[src/rtl/mips_ctl_defs.sv]
// Shared control encodings for the multicycle MIPS datapath: opcodes, functs,
// FSM state codes and the mux/ALU select codes consumed by ALUControl and the datapath muxes.
package mips_ctl_defs;

  localparam logic [5:0] OP_RTYPE = 6'h00;
  localparam logic [5:0] OP_J     = 6'h02;
  localparam logic [5:0] OP_JAL   = 6'h03;
  localparam logic [5:0] OP_BEQ   = 6'h04;
  localparam logic [5:0] OP_BNE   = 6'h05;
  localparam logic [5:0] OP_ADDI  = 6'h08;
  localparam logic [5:0] OP_XORI  = 6'h0E;
  localparam logic [5:0] OP_LW    = 6'h23;
  localparam logic [5:0] OP_SW    = 6'h2B;

  localparam logic [5:0] FN_JR  = 6'h08;
  localparam logic [5:0] FN_ADD = 6'h20;
  localparam logic [5:0] FN_SUB = 6'h22;
  localparam logic [5:0] FN_SLT = 6'h2A;

  typedef enum logic [3:0] {
    S_IDLE     = 4'd0,
    S_FETCH    = 4'd1,
    S_DECODE   = 4'd2,
    S_MEM_ADDR = 4'd3,
    S_MEM_RD   = 4'd4,
    S_MEM_WB   = 4'd5,
    S_MEM_WR   = 4'd6,
    S_R_EXEC   = 4'd7,
    S_R_WB     = 4'd8,
    S_I_EXEC   = 4'd9,
    S_I_WB     = 4'd10,
    S_BRANCH   = 4'd11,
    S_JUMP     = 4'd12,
    S_JAL      = 4'd13,
    S_JR       = 4'd14,
    S_HALT     = 4'd15
  } state_e;

  typedef enum logic [1:0] {ALU_ADD = 2'b00, ALU_SUB = 2'b01, ALU_FUNCT = 2'b10, ALU_XOR = 2'b11} alu_op_e;
  typedef enum logic [1:0] {SRCB_B = 2'b00, SRCB_FOUR = 2'b01, SRCB_IMM = 2'b10, SRCB_IMM_SH2 = 2'b11} alu_src_b_e;
  typedef enum logic [1:0] {PCSRC_ALU = 2'b00, PCSRC_ALUOUT = 2'b01, PCSRC_JUMP = 2'b10, PCSRC_A = 2'b11} pc_source_e;
  typedef enum logic [1:0] {RDST_RT = 2'b00, RDST_RD = 2'b01, RDST_RA = 2'b10} reg_dst_e;
  typedef enum logic [1:0] {M2R_ALUOUT = 2'b00, M2R_MDR = 2'b01, M2R_PC = 2'b10} mem_to_reg_e;

  // State following DECODE; S_HALT marks an unsupported opcode/funct.
  function automatic state_e decode_next(input logic [5:0] opcode, input logic [5:0] funct);
    state_e nxt;
    nxt = S_HALT;
    case (opcode)
      OP_LW, OP_SW:     nxt = S_MEM_ADDR;
      OP_ADDI, OP_XORI: nxt = S_I_EXEC;
      OP_BEQ, OP_BNE:   nxt = S_BRANCH;
      OP_J:             nxt = S_JUMP;
      OP_JAL:           nxt = S_JAL;
      OP_RTYPE: begin
        case (funct)
          FN_ADD, FN_SUB, FN_SLT: nxt = S_R_EXEC;
          FN_JR:                  nxt = S_JR;
          default:                nxt = S_HALT;
        endcase
      end
      default:          nxt = S_HALT;
    endcase
    return nxt;
  endfunction

endpackage

[src/rtl/multicycle_control_perf_counters.sv]
// Free-running cycle counter and retired-instruction counter.
// Latency: counts update on the edge where retire/halt are sampled.
// Backpressure: none; cycle counting freezes while halt is high.
module perf_counters #(
  parameter int CNT_WIDTH = 32
) (
  input  logic                 clk,
  input  logic                 reset,
  input  logic                 retire,
  input  logic                 halt,
  output logic [CNT_WIDTH-1:0] cycle_count,
  output logic [CNT_WIDTH-1:0] instr_count
);

  localparam logic [CNT_WIDTH-1:0] CNT_ONE = CNT_WIDTH'(1);

  always_ff @(posedge clk or posedge reset) begin
    if (reset) begin
      cycle_count <= '0;
      instr_count <= '0;
    end else begin
      if (!halt)  cycle_count <= cycle_count + CNT_ONE;
      if (retire) instr_count <= instr_count + CNT_ONE;
    end
  end

endmodule

[src/rtl/multicycle_control.sv]
// Moore FSM sequencing a shared-ALU multicycle MIPS datapath (FETCH has Mealy IR/PC load).
// Latency: LW 5, SW/R/I 4, branches/jumps 3 cycles at mem_ready=1.
// Backpressure: FETCH, MEM_RD and MEM_WR stall with outputs held until mem_ready.
module multicycle_control
  import mips_ctl_defs::*;
#(
  parameter int CNT_WIDTH       = 32,
  parameter bit HALT_ON_ILLEGAL = 1'b1
) (
  input  logic                 clk,
  input  logic                 reset,
  input  logic [5:0]           opcode,
  input  logic [5:0]           funct,
  input  logic                 zero,
  input  logic                 mem_ready,
  output logic                 pc_write,
  output logic                 pc_write_cond,
  output logic                 branch_ne,
  output logic                 iord,
  output logic                 mem_read,
  output logic                 mem_write,
  output logic                 ir_write,
  output logic [1:0]           mem_to_reg,
  output logic [1:0]           reg_dst,
  output logic                 reg_write,
  output logic                 alu_src_a,
  output logic [1:0]           alu_src_b,
  output logic [1:0]           alu_op,
  output logic                 ext_zero,
  output logic [1:0]           pc_source,
  output logic                 illegal,
  output logic [3:0]           state,
  output logic [CNT_WIDTH-1:0] cycle_count,
  output logic [CNT_WIDTH-1:0] instr_count
);

  state_e state_q, state_d, decode_tgt;
  logic   decode_illegal, retire, halt;

  // zero is consumed by the datapath's PC enable (pc_write | pc_write_cond & (zero ^ branch_ne)).
  logic unused_zero;
  assign unused_zero = zero;

  assign decode_tgt     = decode_next(opcode, funct);
  assign decode_illegal = (state_q == S_DECODE) && (decode_tgt == S_HALT);
  assign state          = state_q;

  always_ff @(posedge clk or posedge reset) begin
    if (reset) state_q <= S_IDLE;
    else       state_q <= state_d;
  end

  always_comb begin
    state_d = state_q;
    case (state_q)
      S_IDLE:     state_d = S_FETCH;
      S_FETCH:    if (mem_ready) state_d = S_DECODE;
      S_DECODE: begin
        if (decode_tgt != S_HALT)  state_d = decode_tgt;
        else if (HALT_ON_ILLEGAL)  state_d = S_HALT;
        else                       state_d = S_FETCH;
      end
      S_MEM_ADDR: state_d = (opcode == OP_SW) ? S_MEM_WR : S_MEM_RD;
      S_MEM_RD:   if (mem_ready) state_d = S_MEM_WB;
      S_MEM_WR:   if (mem_ready) state_d = S_FETCH;
      S_R_EXEC:   state_d = S_R_WB;
      S_I_EXEC:   state_d = S_I_WB;
      S_MEM_WB, S_R_WB, S_I_WB, S_BRANCH, S_JUMP, S_JAL, S_JR:
                  state_d = S_FETCH;
      S_HALT:     state_d = S_HALT;
      default:    state_d = S_IDLE;
    endcase
  end

  always_comb begin
    pc_write      = 1'b0;
    pc_write_cond = 1'b0;
    branch_ne     = 1'b0;
    iord          = 1'b0;
    mem_read      = 1'b0;
    mem_write     = 1'b0;
    ir_write      = 1'b0;
    mem_to_reg    = M2R_ALUOUT;
    reg_dst       = RDST_RT;
    reg_write     = 1'b0;
    alu_src_a     = 1'b0;
    alu_src_b     = SRCB_B;
    alu_op        = ALU_ADD;
    ext_zero      = 1'b0;
    pc_source     = PCSRC_ALU;
    illegal       = decode_illegal;
    case (state_q)
      S_FETCH: begin
        mem_read  = 1'b1;
        alu_src_b = SRCB_FOUR;
        ir_write  = mem_ready;
        pc_write  = mem_ready;
      end
      S_DECODE:   alu_src_b = SRCB_IMM_SH2;
      S_MEM_ADDR: begin
        alu_src_a = 1'b1;
        alu_src_b = SRCB_IMM;
      end
      S_MEM_RD: begin
        mem_read = 1'b1;
        iord     = 1'b1;
      end
      S_MEM_WB: begin
        reg_write  = 1'b1;
        mem_to_reg = M2R_MDR;
      end
      S_MEM_WR: begin
        mem_write = 1'b1;
        iord      = 1'b1;
      end
      S_R_EXEC: begin
        alu_src_a = 1'b1;
        alu_op    = ALU_FUNCT;
      end
      S_R_WB: begin
        reg_write = 1'b1;
        reg_dst   = RDST_RD;
      end
      S_I_EXEC: begin
        alu_src_a = 1'b1;
        alu_src_b = SRCB_IMM;
        alu_op    = (opcode == OP_XORI) ? ALU_XOR : ALU_ADD;
        ext_zero  = (opcode == OP_XORI);
      end
      S_I_WB: begin
        reg_write = 1'b1;
        alu_op    = (opcode == OP_XORI) ? ALU_XOR : ALU_ADD;
        ext_zero  = (opcode == OP_XORI);
      end
      S_BRANCH: begin
        alu_src_a     = 1'b1;
        alu_op        = ALU_SUB;
        pc_write_cond = 1'b1;
        pc_source     = PCSRC_ALUOUT;
        branch_ne     = (opcode == OP_BNE);
      end
      S_JUMP: begin
        pc_write  = 1'b1;
        pc_source = PCSRC_JUMP;
      end
      S_JAL: begin
        pc_write   = 1'b1;
        pc_source  = PCSRC_JUMP;
        reg_write  = 1'b1;
        reg_dst    = RDST_RA;
        mem_to_reg = M2R_PC;
      end
      S_JR: begin
        pc_write  = 1'b1;
        pc_source = PCSRC_A;
      end
      S_HALT:   illegal = 1'b1;
      default: ;
    endcase
  end

  // Any entry into FETCH other than from IDLE or a FETCH stall completes an instruction.
  assign retire = (state_d == S_FETCH) && (state_q != S_FETCH) && (state_q != S_IDLE);
  assign halt   = (state_q == S_HALT);

  perf_counters #(.CNT_WIDTH(CNT_WIDTH)) u_perf_counters (
    .clk         (clk),
    .reset       (reset),
    .retire      (retire),
    .halt        (halt),
    .cycle_count (cycle_count),
    .instr_count (instr_count)
  );

endmodule

[config.mk]
export PLATFORM = sky130hd
export DESIGN_NAME = multicycle_control
export DESIGN_NICKNAME = d
export VERILOG_FILES = /design/src/rtl/mips_ctl_defs.sv /design/src/rtl/multicycle_control_perf_counters.sv /design/src/rtl/multicycle_control.sv
export SDC_FILE = /design/constraint.sdc
export NUM_CORES = 1
export LEC_CHECK = 0
export CORE_ASPECT_RATIO = 0.6
export CORE_MARGIN = 2
export CORE_UTILIZATION = 52
export CTS_CLUSTER_DIAMETER = 120
export CTS_CLUSTER_SIZE = 40
export DETAILED_ROUTE_END_ITERATION = 7
export GPL_ROUTABILITY_DRIVEN = 0
export HOLD_SLACK_MARGIN = 0.03
export PLACE_DENSITY = 0.86
export SLEW_MARGIN = 20
export SYNTH_ARGS = -nofsm -noshare
export SYNTH_HDL_FRONTEND = slang
export SYNTH_SLANG_ARGS = --single-unit
[constraint.sdc]
create_clock -name clk -period 4.8 [get_ports clk]
set_input_delay 0.72 -clock clk [delete_from_list [all_inputs] [get_ports clk]]
set_output_delay 0.72 -clock clk [all_outputs]
set_load 0.02 [all_outputs]
==> results of run 1 <==
[cell type report]
type,count,area [um^2]
Clock buffer,10,239
Clock inverter,6,87.6
Fill cell,465,1680
Inverter,12,45.0
Multi-Input combinational cell,275,1880
Sequential cell,68,1700
Tap cell,87,109
Timing Repair Buffer,105,1050
[power by group]
group          switching, mW  leakage, nW  internal (mW)  total [mW]
registers              0.163        0.912          0.642       0.805
clock network          0.247        0.162          0.468       0.715
logic                  0.562         1.13          0.402       0.964
total                  0.972         2.20           1.51        2.48
[registers in the layout, summed over array words and instances (netlist names)]
name / flops
u_perf_counters.cycle_count: 32
u_perf_counters.instr_count: 32
state: 4
[cells in the mapped netlist, types with 2 or more instances]
master and n:
or2_1 2, nor3_2 5, nor3b_1 2, or2_2 4, dfrtp_1 68, xnor2_1 28, and4_1 5, or4_1 4
xor2_1 36, nand3_1 20, o31ai_1 3, buf_4 3, nor2_1 20, nor4_1 20, nand2b_1 9, o21a_1 2
o21ai_0 6, or3_1 6, nand2_1 32, buf_2 6, and3_1 8, nor3_1 17, nand4_1 13, nor4b_2 2
ha_1 2, and2_1 2, inv_1 12, nor4b_1 2, buf_6 3, clkbuf_1 4, mux2_2 2, a21oi_1 5
[metal layers]
metal / part of all wire, % / track usage (%) / routed length (um)
met1: 46 / 37.4 / 4440
met2: 45 / 38.9 / 4350
met3: 7.0 / 7.43 / 681
met4: 2.3 / 8.94 / 219
met5: 0 / 0 / 0
[critical path: stages]
cell,delay [ns]
clkdlybuf4s50_1,0.52
or4_1,0.58
a311oi_1,0.33
o21ai_0,0.16
o31ai_1,0.25
clkdlybuf4s50_1,0.65
[kinds of logic after synthesis]
family                     after synthesis  synth area share (%)
and+or+nand+nor                        182                  29.3
DFF                                     68                  45.7
xor gates and xnor gates                64                  15.1
buffers and inverters                   30                  4.17
AOI/OAI and AO/OA                       25                  4.44
muxes                                    2                 0.605
adders and majority gates                2                 0.672
[cell usage in the layout, fill, tap and decap left out, types with 2 or more instances in the layout]
cell	instances
bufinv_16	2
or4_1	4
nor2_1	20
nor4_1	20
clkdlybuf4s50_1	103
or3_1	6
nor3b_1	2
nor3_1	17
and4_1	5
dfrtp_1	68
o21ai_0	6
nand4_1	13
and2_1	2
mux2_2	2
clkinv_4	2
xnor2_1	28
nor4b_1	2
or2_1	2
nor4b_2	2
inv_1	11
nand2_1	32
and3_1	8
clkbuf_16	9
o21a_1	2
nand3_1	20
nand2b_1	9
xor2_1	36
buf_4	2
or2_2	4
o31ai_1	2
nor3_2	5
a21oi_1	5
ha_1	2
clkinv_2	2
[per-stage QoR]
stage	hold slack (ns)	instance area, um^2	setup WS (ns)
2_1_floorplan	0.578	3720	1.91
5_1_grt	0.495	5110	0.809
6_report	0.468	5110	0.861
3_5_place_dp	0.460	4780	0.929
3_3_place_gp	0.459	4780	0.987
4_1_cts	0.474	5110	0.907
[worst paths after layout]
kind / startpoint / to / slack (ns) / depth (start not counted)
min: u_perf_counters.cycle_count[31] / u_perf_counters.cycle_count[31] / 0.47 / 1
max: opcode[5] / illegal / 0.86 / 6
max in group asynchronous: reset / u_perf_counters.cycle_count[27] / 3.04 / 3
max reg2reg: state[0] / u_perf_counters.instr_count[21] / 1.91 / 6
min in group asynchronous: reset / u_perf_counters.cycle_count[15] / 0.84 / 2
min reg2reg: u_perf_counters.cycle_count[31] / u_perf_counters.cycle_count[31] / 0.47 / 1
==> impl_metrics.json, run 1 <==
{
  "outcome": "finished, violations left",
  "violations": "DRC",
  "syn_area_per_cell_um2": 9.98,
  "overflow": 0,
  "ys_ff_latch": 68,
  "yosys-top-cells-area": "dfrtp_1, xor2_1, xnor2_1",
  "coreArea_mm2": 0.00679,
  "antenna_found_initial": 0,
  "seq_area_frac_synth_pct": 45.7,
  "clock_skew_ns": 0.00537,
  "syn_to_final_growth_pct": 37.2,
  "start_util_pct": 54.8,
  "drcViolationCount": 5,
  "yosys_warnings": 0,
  "clock_latency_ns": 0.33,
  "vias": 3274,
  "avgViaCountPerCell": 5.82,
  "cts_made_buffers": 9,
  "dp_hpwl_mm": 6.72,
  "path_max_fanout": 7,
  "yosysTopAreaCellShare_pct": 45.7,
  "io_pins": 105,
  "cts_tree": "yes",
  "grt_pass1_vias": 3319,
  "cts_buffer_depth": 2,
  "min_period_over_period_pct": 82.1,
  "grt_pass1_wl_mm": 16.5,
  "rsz0062_at_grt": "false",
  "cts_hold_buf": 0,
  "worstPathRequired_ns": 4.08,
  "cap_violations": 0,
  "async_reset_ff_share_pct": 100,
  "die_y_um": 69.5,
  "ys_types": 52,
  "diodes": 0,
  "min_period_ns": 3.94,
  "drt.antenna.violating_nets": 0,
  "fin_setup_tns_ns": 0,
  "htree_levels": 3,
  "dr.first_iter.drc_count": 335,
  "hold_class": "flip-flop to flip-flop",
  "synth_edf_count": 0,
  "finalPower_mw": 2.48,
  "final_cells": 563,
  "cts_sinks": 68,
  "synth_fp_nets": 391,
  "portBuffers": 103,
  "postCtsResizedCells": 0,
  "wire_per_inst_um": 17.2,
  "dieArea_mm2": 0.00787,
  "post_cts_buffers": 0,
  "final_core_util_pct": 75.2,
  "die_x_um": 113,
  "start_kind": "input port",
  "fmax_mhz": 254,
  "syn-cell-area_mm2": 0.00372,
  "place_inst": 547,
  "grt_max_degree": 36,
  "worst_pin_slew_ns": 0.804,
  "grt_use_total_pct": 26.3,
  "synthFlopType": "dfrtp_1",
  "end_kind": "output pin",
  "totalWireLength_mm": 9.69,
  "finalSetupViolCount": 0,
  "clockRootBuffer": "clkbuf_16",
  "p_per_area_mw_per_mm2": 486,
  "drive_above_1_share_pct": 8.19,
  "row_count": 23,
  "clk_pin_slew_ns": 0.06,
  "ir_worst_vdd_uv": 468,
  "synth_top_area_cell": "dfrtp_1",
  "leakagePower_nw": 2.20,
  "report.final.hold_viol_count": 0,
  "nNetsFinal": 489,
  "slew_headroom_pct": 46.4,
  "synthCells": 373,
  "slew_viol_final": 0,
  "path_class": "input port to output pin",
  "cp.arrival_ns": 3.22,
  "drt_pass1_iterations": 8
}
No activity file was read; power rests on OpenSTA's default activity.
==> inputs of run 2 (changes only) <==
--- a/config.mk
+++ b/config.mk
@@ -7,13 +7,13 @@
 export LEC_CHECK = 0
 export CORE_ASPECT_RATIO = 0.6
 export CORE_MARGIN = 2
-export CORE_UTILIZATION = 52
+export CORE_UTILIZATION = 44
 export CTS_CLUSTER_DIAMETER = 120
 export CTS_CLUSTER_SIZE = 40
 export DETAILED_ROUTE_END_ITERATION = 7
 export GPL_ROUTABILITY_DRIVEN = 0
 export HOLD_SLACK_MARGIN = 0.03
-export PLACE_DENSITY = 0.86
+export PLACE_DENSITY = 0.77
 export SLEW_MARGIN = 20
 export SYNTH_ARGS = -nofsm -noshare
 export SYNTH_HDL_FRONTEND = slang
==> constraint.sdc (replaced) <==
create_clock -name clk -period 3.26 [get_ports clk]
set_input_delay 0.489 -clock clk [delete_from_list [all_inputs] [get_ports clk]]
set_output_delay 0.489 -clock clk [all_outputs]
set_load 0.02 [all_outputs]
==> impl_metrics.json, run 2 (synthesis results as in run 1) <==
{
  "outcome": "finished, final reports clean",
  "dieArea_mm2": 0.00924,
  "worstPathRequired_ns": 2.77,
  "final_common_cell": "clkdlybuf4s50_1",
  "worst_pin_slew_ns": 0.778,
  "hp-start": "u_perf_counters.cycle_count[31]",
  "crit_buf_inv": 1,
  "diodes": 0,
  "nNetsFinal": 499,
  "wire_per_inst_um": 16.0,
  "path_class": "flip-flop to output pin",
  "start_util_pct": 46.3,
  "drt_pass1_iterations": 5,
  "overflow": 0,
  "clock_skew_ns": 0.00630,
  "place_inst": 577,
  "portBuffers": 103,
  "cp.arrival_ns": 2.57,
  "row_count": 25,
  "end_kind": "output pin",
  "leakagePower_nw": 2.22,
  "clock_latency_ns": 0.33,
  "syn_to_final_growth_pct": 38.0,
  "cts_hold_buf": 0,
  "dr.first_iter.drc_count": 335,
  "hold_class": "flip-flop to flip-flop",
  "clockRootBuffer": "clkbuf_16",
  "design_area_mm2": 0.00514,
  "min_period_ns": 3.06,
  "coreArea_mm2": 0.00804,
  "htree_levels": 3,
  "cts_tree": "yes",
  "grt_pass1_vias": 3132,
  "cts_made_buffers": 9,
  "start_kind": "flip-flop",
  "min_period_over_period_pct": 93.7,
  "p_per_area_mw_per_mm2": 688,
  "vias": 3247,
  "slew_viol_final": 0,
  "post_cts_buffers": 0,
  "report.final.hold_viol_count": 0,
  "final_cells": 593,
  "fmax_mhz": 327,
  "clk_pin_slew_ns": 0.05,
  "rsz0062_at_grt": "false",
  "grt_use_total_pct": 21.9,
  "drcViolationCount": 0,
  "path_max_fanout": 17,
  "totalWireLength_mm": 9.51,
  "die_y_um": 75.2,
  "r2r-start": "state[2]",
  "avgViaCountPerCell": 5.48,
  "slew_headroom_pct": 48.1,
  "crit_path_max_incr_delay_ns": 0.61,
  "finalSetupViolCount": 0,
  "final_cell_mix": "clkdlybuf4s50_1, dfrtp_1, xor2_1",
  "cts_buffer_depth": 2,
  "dp_hpwl_mm": 6.91,
  "grt_max_degree": 34,
  "fillers": 646,
  "slowest_stage": "dfrtp_1",
  "place_area_mm2": 0.00487,
  "grt_pass1_wl_mm": 15.5,
  "final_core_util_pct": 63.9,
  "ir_worst_vdd_uv": 464,
  "drt.antenna.violating_nets": 0,
  "cap_violations": 0,
  "drive_above_1_share_pct": 9.28,
  "startpoint": "state[2]",
  "crit_chain": "or2_2, nor3_1, or2_2, clkdlybuf4s50_1",
  "io_pins": 105,
  "cts_sinks": 68,
  "crit_top_cell": "or2_2",
  "die_x_um": 123,
  "antenna_found_initial": 0,
  "path_delay_family": "simple AND/OR/NAND/NOR gates"
}
-- run 2: what timing repair did --
action                     4_1_cts  5_1_grt
resized for setup                1        0
hold endpoints to repair         0        0
setup endpoints to repair        1        0
-- run 2: cell type report --
class	instances	area, um^2	share of cell area, %
multi-input combinational	275	1880	36.6
sequential	68	1700	33.1
timing repair buffer	115	1120	21.9
clock buffer	12	236	4.60
tap	108	135	2.63
inverter	12	45.0	0.877
clock inverter	3	15.0	0.292
-- run 2: worst register-to-register path, stage by stage, from the launching register on --
cell	delay, ns
dfrtp_1	0.75
nand2b_1	0.29
a41oi_1	0.38
o31ai_4	0.26
buf_6	0.23
buf_4	0.15
nor4_1	0.33
xor2_1	0.18
-- run 2: report_power, final --
group	switching, mW	leakage [nW]	total (mW)	internal, mW
Sequential	0.190	0.912	1.14	0.947
Clock	0.338	0.126	0.845	0.506
Combinational	0.904	1.18	1.55	0.645
-- run 2: per-layer routing --
metal / GRT usage, % / up-vias / part of all wire (%)
met2: 31.7 / 127 / 42
met1: 31.9 / 1561 / 50
li1: - / 1544 / -
met5: 0 / - / 0
met4: 6.39 / 0 / 1.4
met3: 6.36 / 15 / 6.3
-- run 2: final timing paths --
path                                              endpoint  slack, ns  depth (start not counted)
setup / recovery                                  pc_write       0.20                          4
hold / removal             u_perf_counters.cycle_count[31]       0.47                          1
min in group asynchronous  u_perf_counters.cycle_count[17]       0.58                          2
hold reg to reg            u_perf_counters.cycle_count[31]       0.47                          1
setup reg to reg           u_perf_counters.instr_count[18]       0.62                          7
max in group asynchronous  u_perf_counters.instr_count[13]       1.94                          3
-- run 2: per-stage QoR --
stage | TNS, ns | power, mW | hold slack, ns | worst slack [ns]
floorplan | 0 | 2.10 | 0.578 | 0.836
global placement | 0 | 2.63 | 0.458 | 0.0142
detailed placement | -0.0149 | 2.67 | 0.476 | -0.0149
CTS | 0 | 3.53 | 0.484 | 0.210
global route | 0 | 3.72 | 0.502 | 0.0867
finish | 0 | 3.53 | 0.472 | 0.204
==> inputs of run 3 (changes only) <==
--- a/config.mk
+++ b/config.mk
@@ -5,15 +5,17 @@
 export SDC_FILE = /design/constraint.sdc
 export NUM_CORES = 1
 export LEC_CHECK = 0
+export CELL_PAD_IN_SITES_DETAIL_PLACEMENT = 2
+export CELL_PAD_IN_SITES_GLOBAL_PLACEMENT = 2
 export CORE_ASPECT_RATIO = 0.6
 export CORE_MARGIN = 2
-export CORE_UTILIZATION = 44
+export CORE_UTILIZATION = 26
 export CTS_CLUSTER_DIAMETER = 120
 export CTS_CLUSTER_SIZE = 40
 export DETAILED_ROUTE_END_ITERATION = 7
 export GPL_ROUTABILITY_DRIVEN = 0
 export HOLD_SLACK_MARGIN = 0.03
-export PLACE_DENSITY = 0.77
+export PLACE_DENSITY_LB_ADDON = 0.1
 export SLEW_MARGIN = 20
 export SYNTH_ARGS = -nofsm -noshare
 export SYNTH_HDL_FRONTEND = slang
==> impl_metrics.json, run 3 (synthesis results as in run 1) <==
{
  "cts_made_buffers": 9,
  "worstPathRequired_ns": 2.77,
  "fmax_mhz": 321,
  "coreArea_mm2": 0.0138,
  "vias": 3307,
  "syn_to_final_growth_pct": 43.5,
  "antenna_found_initial": 0,
  "drt_pass1_iterations": 4,
  "grt_max_degree": 69,
  "dieArea_mm2": 0.0153,
  "avgViaCountPerCell": 4.85,
  "hold_class": "flip-flop to flip-flop",
  "io_pins": 105,
  "place_area_mm2": 0.00505,
  "cts_buffer_depth": 2,
  "end_kind": "output pin",
  "totalWireLength_mm": 11.7,
  "leakagePower_nw": 2.27,
  "slew_viol_final": 0,
  "row_count": 33,
  "path_max_fanout": 9,
  "outcome": "finished, final reports clean",
  "start_util_pct": 26.9,
  "drt.antenna.violating_nets": 0,
  "htree_levels": 3,
  "cp.arrival_ns": 2.62,
  "finalSetupViolCount": 0,
  "drive_above_1_share_pct": 10.8,
  "fillers": 1500,
  "min_period_over_period_pct": 95.4,
  "nNetsFinal": 504,
  "rsz0062_at_grt": "false",
  "path_class": "input port to output pin",
  "final_core_util_pct": 38.6,
  "min_period_ns": 3.11,
  "overflow": 0,
  "slew_headroom_pct": 58.1,
  "wire_per_inst_um": 17.1,
  "grt_pass1_wl_mm": 19.5,
  "design_area_mm2": 0.00534,
  "ir_worst_vdd_uv": 301,
  "diodes": 0,
  "final_cell_mix": "clkdlybuf4s50_1, dfrtp_1, xor2_1",
  "dp_hpwl_mm": 8.75,
  "clock_latency_ns": 0.33,
  "grt_use_total_pct": 16.0,
  "portBuffers": 103,
  "clockRootBuffer": "clkbuf_16",
  "cts_sinks": 68,
  "fin_setup_tns_ns": 0,
  "p_per_area_mw_per_mm2": 704,
  "cts_tree": "yes",
  "whs_ns": 0.470,
  "drcViolationCount": 0,
  "clk_pin_slew_ns": 0.05,
  "clock_skew_ns": 0.00767,
  "final_common_cell": "clkdlybuf4s50_1",
  "grt_pass1_vias": 3491,
  "die_y_um": 96.7,
  "report.final.hold_viol_count": 0,
  "dr.first_iter.drc_count": 119,
  "cap_violations": 0,
  "post_cts_buffers": 0,
  "worst_pin_slew_ns": 0.623,
  "start_kind": "input port",
  "die_x_um": 158
}
run 3: changes by cell type in the layout (fill, tap and decap cells not counted), sizes merged:
cell | previous run | this run
buf | 12 | 17
clkbuf | 12 | 10
bufinv | 0 | 1
clkinvlp | 0 | 1
run 3: worst max-delay path, cell delays in order:
cell and delay [ns]:
clkdlybuf4s50_1 0.65, and4b_1 0.31, nand3_1 0.16, o21a_1 0.15
nand2b_1 0.13, o41ai_1 0.06, clkdlybuf4s50_1 0.66
run 3: metrics by stage:
| step | total power [mW] | setup slack [ns] | cells |
|---|---|---|---|
| 3_5_place_dp | 2.83 | -0.0895 | 667 |
| 3_3_place_gp | 2.80 | -0.0648 | 667 |
| 4_1_cts | 3.82 | 0.146 | 682 |
| 6_report | 3.76 | 0.149 | 682 |
| 2_1_floorplan | 2.10 | 0.836 | 373 |
| 5_1_grt | 4.01 | 0.0201 | 682 |
run 3: area by class of cell:
class / count / area (um^2) / area share, %
Multi-Input combinational cell: 275 / 1880 / 35.2
Sequential cell: 68 / 1700 / 31.9
Timing Repair Buffer: 120 / 1180 / 22.1
Tap cell: 192 / 240 / 4.50
Clock buffer: 10 / 239 / 4.48
Clock inverter: 5 / 52.6 / 0.984
Inverter: 12 / 45.0 / 0.843
run 3: routing by layer:
| layer | vias to the layer above | part of all wire, % | track usage (%) |
|---|---|---|---|
| met3 | 7 | 4.5 | 4.17 |
| met1 | 1675 | 53 | 25.1 |
| li1 | 1548 | - | - |
| met5 | - | 0 | 0 |
| met2 | 77 | 42 | 22.1 |
| met4 | 0 | 0.64 | 2.70 |
run 3: report_power, final:
part | switching, mW | internal, mW | leakage (nW) | total [mW]
clock network | 0.356 | 0.604 | 0.144 | 0.960
logic | 0.995 | 0.708 | 1.22 | 1.70
registers | 0.147 | 0.948 | 0.912 | 1.09
run 3: worst paths after layout:
path | slack (ns) | cells after the start | endpoint | from
worst max-delay path | 0.15 | 7 | alu_op[1] | opcode[3]
worst min-delay path | 0.47 | 1 | u_perf_counters.instr_count[31] | u_perf_counters.instr_count[31]
worst max register to register | 0.61 | 8 | u_perf_counters.instr_count[10] | state[2]
worst min register to register | 0.47 | 1 | u_perf_counters.instr_count[31] | u_perf_counters.instr_count[31]
max in group asynchronous | 2.38 | 3 | u_perf_counters.instr_count[13] | reset
min in group asynchronous | 0.58 | 3 | u_perf_counters.instr_count[19] | reset
run 3: repair_timing:
item,4_1_cts,5_1_grt
setup endpoints to repair,1,0
gates resized for setup,1,0
hold buffers,0,0
